**config.mk**
```make
export PLATFORM = sky130hd
export DESIGN_NAME = rs_select_wakeup
export DESIGN_NICKNAME = d
export VERILOG_FILES = /design/src/rtl/rs_select_wakeup.sv
export SDC_FILE = /design/constraint.sdc
export NUM_CORES = 2
export LEC_CHECK = 0
export CAP_MARGIN = 15
export CORE_ASPECT_RATIO = 1.4
export CORE_MARGIN = 2
export CORE_UTILIZATION = 66
export CTS_BUF_LIST = sky130_fd_sc_hd__clkbuf_4 sky130_fd_sc_hd__clkbuf_8 sky130_fd_sc_hd__clkbuf_16
export DETAILED_ROUTE_END_ITERATION = 16
export PLACE_DENSITY_LB_ADDON = 0.1
export SYNTH_ARGS = -nofsm -noshare
export SYNTH_HDL_FRONTEND = slang
export SYNTH_SLANG_ARGS = --single-unit
```
**constraint.sdc**
```tcl
create_clock -name clock -period 34 [get_ports clock]
set_input_delay 3.4 -clock clock [delete_from_list [all_inputs] [get_ports clock]]
set_output_delay 3.4 -clock clock [all_outputs]
set_load 0.1 [all_outputs]
```
**src/rtl/rs_select_wakeup.sv**
```systemverilog
// Reservation station: captures operands from the CDB ports and picks one ready instruction per cycle.
// Among the ready instructions, the one with the smallest ROB-relative age is chosen.
module rs_select_wakeup #(
    parameter int RS_DEPTH = 8,
    parameter int N_CDB    = 2,
    parameter int TAG_W    = 5,
    parameter int DATA_W   = 32,
    parameter int INST_W   = 32
) (
    input  logic                          clock,
    input  logic                          reset,
    input  logic                          squash,
    input  logic                          disp_valid,
    output logic                          disp_ready,
    input  logic [INST_W-1:0]             disp_inst,
    input  logic [TAG_W-1:0]              disp_rob_idx,
    input  logic                          disp_rs1_ready,
    input  logic                          disp_rs2_ready,
    input  logic [TAG_W-1:0]              disp_rs1_tag,
    input  logic [TAG_W-1:0]              disp_rs2_tag,
    input  logic [DATA_W-1:0]             disp_rs1_value,
    input  logic [DATA_W-1:0]             disp_rs2_value,
    input  logic [N_CDB-1:0]              cdb_valid,
    input  logic [N_CDB*TAG_W-1:0]        cdb_tag,
    input  logic [N_CDB*DATA_W-1:0]       cdb_value,
    input  logic [TAG_W-1:0]              rob_head_idx,
    output logic                          iss_valid,
    input  logic                          iss_ready,
    output logic [INST_W-1:0]             iss_inst,
    output logic [TAG_W-1:0]              iss_rob_idx,
    output logic [DATA_W-1:0]             iss_rs1_value,
    output logic [DATA_W-1:0]             iss_rs2_value,
    output logic [$clog2(RS_DEPTH+1)-1:0] free_count
);

    localparam int IDX_W = (RS_DEPTH > 1) ? $clog2(RS_DEPTH) : 1;
    localparam int CNT_W = $clog2(RS_DEPTH+1);

    logic [RS_DEPTH-1:0] busy;
    logic [INST_W-1:0]   entry_inst      [RS_DEPTH];
    logic [TAG_W-1:0]    entry_rob       [RS_DEPTH];
    logic                entry_rs1_ready [RS_DEPTH];
    logic [TAG_W-1:0]    entry_rs1_tag   [RS_DEPTH];
    logic [DATA_W-1:0]   entry_rs1_value [RS_DEPTH];
    logic                entry_rs2_ready [RS_DEPTH];
    logic [TAG_W-1:0]    entry_rs2_tag   [RS_DEPTH];
    logic [DATA_W-1:0]   entry_rs2_value [RS_DEPTH];

    logic                wake1_hit   [RS_DEPTH];
    logic [DATA_W-1:0]   wake1_value [RS_DEPTH];
    logic                wake2_hit   [RS_DEPTH];
    logic [DATA_W-1:0]   wake2_value [RS_DEPTH];
    logic [TAG_W-1:0]    entry_age   [RS_DEPTH];
    logic [RS_DEPTH-1:0] eligible;

    logic                byp1_hit;
    logic [DATA_W-1:0]   byp1_value;
    logic                byp2_hit;
    logic [DATA_W-1:0]   byp2_value;

    logic [CNT_W-1:0]    busy_count;
    logic [IDX_W-1:0]    alloc_idx;
    logic [IDX_W-1:0]    sel_idx;
    logic                sel_found;
    logic [TAG_W-1:0]    best_age;
    logic                issue_fire;
    logic                alloc_fire;

    always_comb begin
        busy_count = '0;
        for (int i = 0; i < RS_DEPTH; i++) begin
            busy_count = busy_count + CNT_W'(busy[i]);
        end
    end

    assign free_count = CNT_W'(RS_DEPTH) - busy_count;
    assign disp_ready = (free_count != '0);

    always_comb begin
        alloc_idx = '0;
        for (int i = RS_DEPTH-1; i >= 0; i--) begin
            if (!busy[i]) begin
                alloc_idx = IDX_W'(i);
            end
        end
    end

    // Scanning ports from high to low lets the lowest matching port win.
    always_comb begin
        byp1_hit   = 1'b0;
        byp1_value = '0;
        byp2_hit   = 1'b0;
        byp2_value = '0;
        for (int k = N_CDB-1; k >= 0; k--) begin
            if (cdb_valid[k] && (cdb_tag[k*TAG_W +: TAG_W] == disp_rs1_tag)) begin
                byp1_hit   = 1'b1;
                byp1_value = cdb_value[k*DATA_W +: DATA_W];
            end
            if (cdb_valid[k] && (cdb_tag[k*TAG_W +: TAG_W] == disp_rs2_tag)) begin
                byp2_hit   = 1'b1;
                byp2_value = cdb_value[k*DATA_W +: DATA_W];
            end
        end
    end

    always_comb begin
        for (int i = 0; i < RS_DEPTH; i++) begin
            wake1_hit[i]   = 1'b0;
            wake1_value[i] = '0;
            wake2_hit[i]   = 1'b0;
            wake2_value[i] = '0;
            for (int k = N_CDB-1; k >= 0; k--) begin
                if (cdb_valid[k] && (cdb_tag[k*TAG_W +: TAG_W] == entry_rs1_tag[i])) begin
                    wake1_hit[i]   = 1'b1;
                    wake1_value[i] = cdb_value[k*DATA_W +: DATA_W];
                end
                if (cdb_valid[k] && (cdb_tag[k*TAG_W +: TAG_W] == entry_rs2_tag[i])) begin
                    wake2_hit[i]   = 1'b1;
                    wake2_value[i] = cdb_value[k*DATA_W +: DATA_W];
                end
            end
        end
    end

    // Age wraps naturally in TAG_W bits, so entries just past a ROB wrap still count as young.
    always_comb begin
        for (int i = 0; i < RS_DEPTH; i++) begin
            entry_age[i] = entry_rob[i] - rob_head_idx;
            eligible[i]  = busy[i] & entry_rs1_ready[i] & entry_rs2_ready[i];
        end
    end

    always_comb begin
        sel_found = 1'b0;
        sel_idx   = '0;
        best_age  = '0;
        for (int i = 0; i < RS_DEPTH; i++) begin
            if (eligible[i] && (!sel_found || (entry_age[i] < best_age))) begin
                sel_found = 1'b1;
                sel_idx   = IDX_W'(i);
                best_age  = entry_age[i];
            end
        end
    end

    assign iss_valid     = sel_found;
    assign iss_inst      = entry_inst[sel_idx];
    assign iss_rob_idx   = entry_rob[sel_idx];
    assign iss_rs1_value = entry_rs1_value[sel_idx];
    assign iss_rs2_value = entry_rs2_value[sel_idx];

    assign issue_fire = sel_found && iss_ready;
    assign alloc_fire = disp_valid && disp_ready;

    // The allocated slot is never busy, so it cannot collide with a wakeup or the released entry.
    always_ff @(posedge clock) begin
        if (reset) begin
            busy <= '0;
            for (int i = 0; i < RS_DEPTH; i++) begin
                entry_inst[i]      <= '0;
                entry_rob[i]       <= '0;
                entry_rs1_ready[i] <= 1'b0;
                entry_rs1_tag[i]   <= '0;
                entry_rs1_value[i] <= '0;
                entry_rs2_ready[i] <= 1'b0;
                entry_rs2_tag[i]   <= '0;
                entry_rs2_value[i] <= '0;
            end
        end else if (squash) begin
            busy <= '0;
        end else begin
            for (int i = 0; i < RS_DEPTH; i++) begin
                if (busy[i] && !entry_rs1_ready[i] && wake1_hit[i]) begin
                    entry_rs1_ready[i] <= 1'b1;
                    entry_rs1_value[i] <= wake1_value[i];
                end
                if (busy[i] && !entry_rs2_ready[i] && wake2_hit[i]) begin
                    entry_rs2_ready[i] <= 1'b1;
                    entry_rs2_value[i] <= wake2_value[i];
                end
            end
            if (issue_fire) begin
                busy[sel_idx] <= 1'b0;
            end
            if (alloc_fire) begin
                busy[alloc_idx]            <= 1'b1;
                entry_inst[alloc_idx]      <= disp_inst;
                entry_rob[alloc_idx]       <= disp_rob_idx;
                entry_rs1_ready[alloc_idx] <= disp_rs1_ready | byp1_hit;
                entry_rs1_tag[alloc_idx]   <= disp_rs1_tag;
                entry_rs1_value[alloc_idx] <= disp_rs1_ready ? disp_rs1_value : byp1_value;
                entry_rs2_ready[alloc_idx] <= disp_rs2_ready | byp2_hit;
                entry_rs2_tag[alloc_idx]   <= disp_rs2_tag;
                entry_rs2_value[alloc_idx] <= disp_rs2_ready ? disp_rs2_value : byp2_value;
            end
        end
    end

endmodule

```
==> run metrics <==
YS warnings 0; Post-Syn Instances around 5200; Post-Route WL 206 mm; antenna-violating nets left 0; Chip Width 248 um; initial drt markers roughly 7200; maxcap violations 0; CP Max Fanout 87; area growth from synthesis to layout 11.3%; Post-CTS Hold Buffers 0; Cell Pwr Density 43.3 mW/mm^2; via count 48106; wire per inst 33.0 um; Critical Path End Type output pin; final-stage net count 5356; status completed; min Tclk post-route roughly 25 ns; CTS-repair resized insts 0; first-pass GRT wire length 301 mm; RSZ-0062 raised after global routing no; wire length on met2 90.9 mm; total grt overflow 0; DRC 0; syn nets 5484; core area 0.0829 sq mm; GRT Overall Usage 47.6%; Max Clock Skew 0.0367 ns; worst skew pair latency 0.70 ns; maximum vdd drop between 0.06 and 0.07 mV; wire length on met3 30.5 mm; Chip Height 346 um; CP peak stage delay roughly 1.1 ns; DRT Pass-1 Iters 14; filler cell count 5841; final core utilization 74.1%; main flop type after synthesis edfxtp_1; pin count of the biggest net entering global routing 182; final hold vios 0; Buffers on Ports roughly 310; critical path arrival 21.56 ns; fmax 40.1 MHz; CTS max path bufs 3; fin crit share between 70% and 80%; average size of a mapped cell between 10 and 15 sq um; DP Cell Count 6070; Placer Congestion 0.917; Post-synth EDFFs about 890; static leakage 0.0222 uW; max_slew headroom 3.84%; Worst Path Required 30.60 ns; Worst-Margin Slew 1.44 ns; class of the worst hold path reg2reg; Final Instance Area 0.0614 sq mm; post-DP HPWL around 110 mm; Top Layer Used met5; crit path launch type input pin; worst setup path class in2out; die area 0.0859 sq mm; Post-CTS Setup Inserts 0; cell area after synthesis 0.0551 sq mm; Initial Utilization 66.5%; register bit total from synthesis 912; H-tree depth 3; initial antenna violation count 22; IO Pins 306; # setup viols final 0; Yosys cell types 65; M1 WL 63.7 mm; slowest stage cell on the critical path clkdlybuf4s50_1; CTS sink cnt ~900; TritonCTS clock tree yes; Max Slew Vio Count 0; Clock Tree Root clkbuf_16; ys async rst share 0%; num rows 125; setup_tns 0 ns; vias per std cell between 7 and 8; non-filler cells, final 6241; CTS Buf Count 87; Post-DP Area 0.0584 sq mm; Clock transition at path regs 0.06 ns; share of cells above drive strength 1 7.42%; number of global-route vias before repair 47277; sequential area share after synthesis a little under 50%
[kinds of logic (layout without fill, tap and decap cells)]
family                     count (synthesis)  count (layout)  synth area share [%]
AOI/OAI and AO/OA                       1399            1399                  16.2
xor gates and xnor gates                 211             211                  3.35
adders and majority gates                 77              77                  1.91
buffers and inverters                    738             680                  5.18
DFF                                      912             912                  49.3
muxes                                    643             643                  11.7
other                                      0              12                     0
and+or+nand+nor                         1228            1228                  12.3
[layout make-up]
cell class / count / area (sq um) / share of cell area (%)
sequential: 912 / 27200 / 44.3
antenna: 12 / 30.0 / 0.0489
timing repair buffer: 450 / 4160 / 6.77
inverter: 71 / 267 / 0.434
clock inverter: 52 / 627 / 1.02
clock buffer: 107 / 2360 / 3.85
multi-input combinational: 3558 / 25400 / 41.4
tap: 1079 / 1350 / 2.20
[registers in the layout (all words and copies together) (netlist names)]
signal and cells:
entry_inst 256, entry_rs1_value 256, entry_rs2_value 256, entry_rob 40
entry_rs1_tag 40, entry_rs2_tag 40, busy 8, entry_rs1_ready 8
entry_rs2_ready 8
[cells in the mapped netlist (3+ instances only)]
cell type	instances	area, sq um
nor2b_1	6	37.5
a21oi_1	111	556
nand3b_1	6	45.0
dfxtp_1	18	360
nor2_1	104	390
o21ai_0	309	1550
or3_1	15	93.8
mux2i_1	641	6420
o22ai_1	514	3220
nand4_1	8	50.1
buf_1	37	139
buf_4	3	22.5
fa_1	12	240
o31a_1	3	26.3
inv_1	71	267
nand2_1	261	980
ha_1	65	813
a221oi_1	88	771
o31ai_1	29	218
buf_2	47	235
nor4_1	266	1660
xnor2_1	57	499
nand3_1	17	85.1
a31oi_1	10	62.6
nor3b_1	4	30.0
or2_2	3	18.8
a22oi_1	161	1210
clkbuf_1	578	2170
nand2b_1	5	31.3
xor2_1	154	1350
edfxtp_1	894	26800
nor3_1	23	115
and3_1	172	1080
o21ai_1	5	25.0
and2_1	325	2030
a21o_1	29	218
o211ai_1	114	856
[final timing paths]
| kind | startpoint | endpoint | slack, ns | cells after the start |
|---|---|---|---|---|
| min reg2reg | busy[7] | busy[7] | 0.54 | 2 |
| max reg2reg | entry_rob[0][0] | busy[1] | 17.88 | 63 |
| min | busy[7] | busy[7] | 0.54 | 2 |
| max | rob_head_idx[1] | iss_rs1_value[31] | 9.04 | 63 |
[cell usage in the layout, fill, tap and decap left out, types with 22 or more instances in the layout]
cell type	n
and3_1	159
a221oi_1	88
o21ai_0	306
clkdlybuf4s50_1	303
buf_4	143
and2_1	323
xnor2_1	57
o22ai_1	513
o211ai_1	114
xor2_1	154
nor4_1	264
clkbuf_16	89
edfxtp_1	894
nand2_1	253
mux2i_1	641
nor3_1	22
inv_1	63
nor2_1	97
ha_1	65
a22oi_1	161
a21oi_1	109
a21o_1	28
o31ai_1	25
[worst max-delay path, delay by kind of cell]
| kind | cells | cell delay, ns |
|---|---|---|
| XOR/XNOR | 1 | 0.23 |
| adder cells (fa/ha/maj) | 8 | 2.79 |
| AND/OR/NAND/NOR | 10 | 2.77 |
| buffers and inverters | 9 | 3.84 |
| multiplexers | 3 | 0.87 |
| AO/OA/AOI/OAI | 32 | 7.51 |
[per-stage QoR]
step                hold WS, ns  total power (uW)  setup slack, ns
floorplan                 0.481              1510            13.64
global placement          0.515              1620             9.83
detailed placement        0.525              1630             9.46
CTS                       0.534              2630             9.43
global route              0.557              2710             7.70
finish                    0.542              2660             9.04
[report_power, final]
group          leakage, uW  switching [uW]  internal, uW
combinational       0.0113             231          95.3
sequential         0.00936            15.6          1280
clock              0.00148             452           589
total               0.0222             698          1960
[metal layers]
layer  GRT usage, %  vias up
li1               -    19738
met1           55.1    22653
met2           71.0     4312
met3           16.4     1379
met4           38.5       24
met5          0.519        -
(Power assumes the default switching activity.)
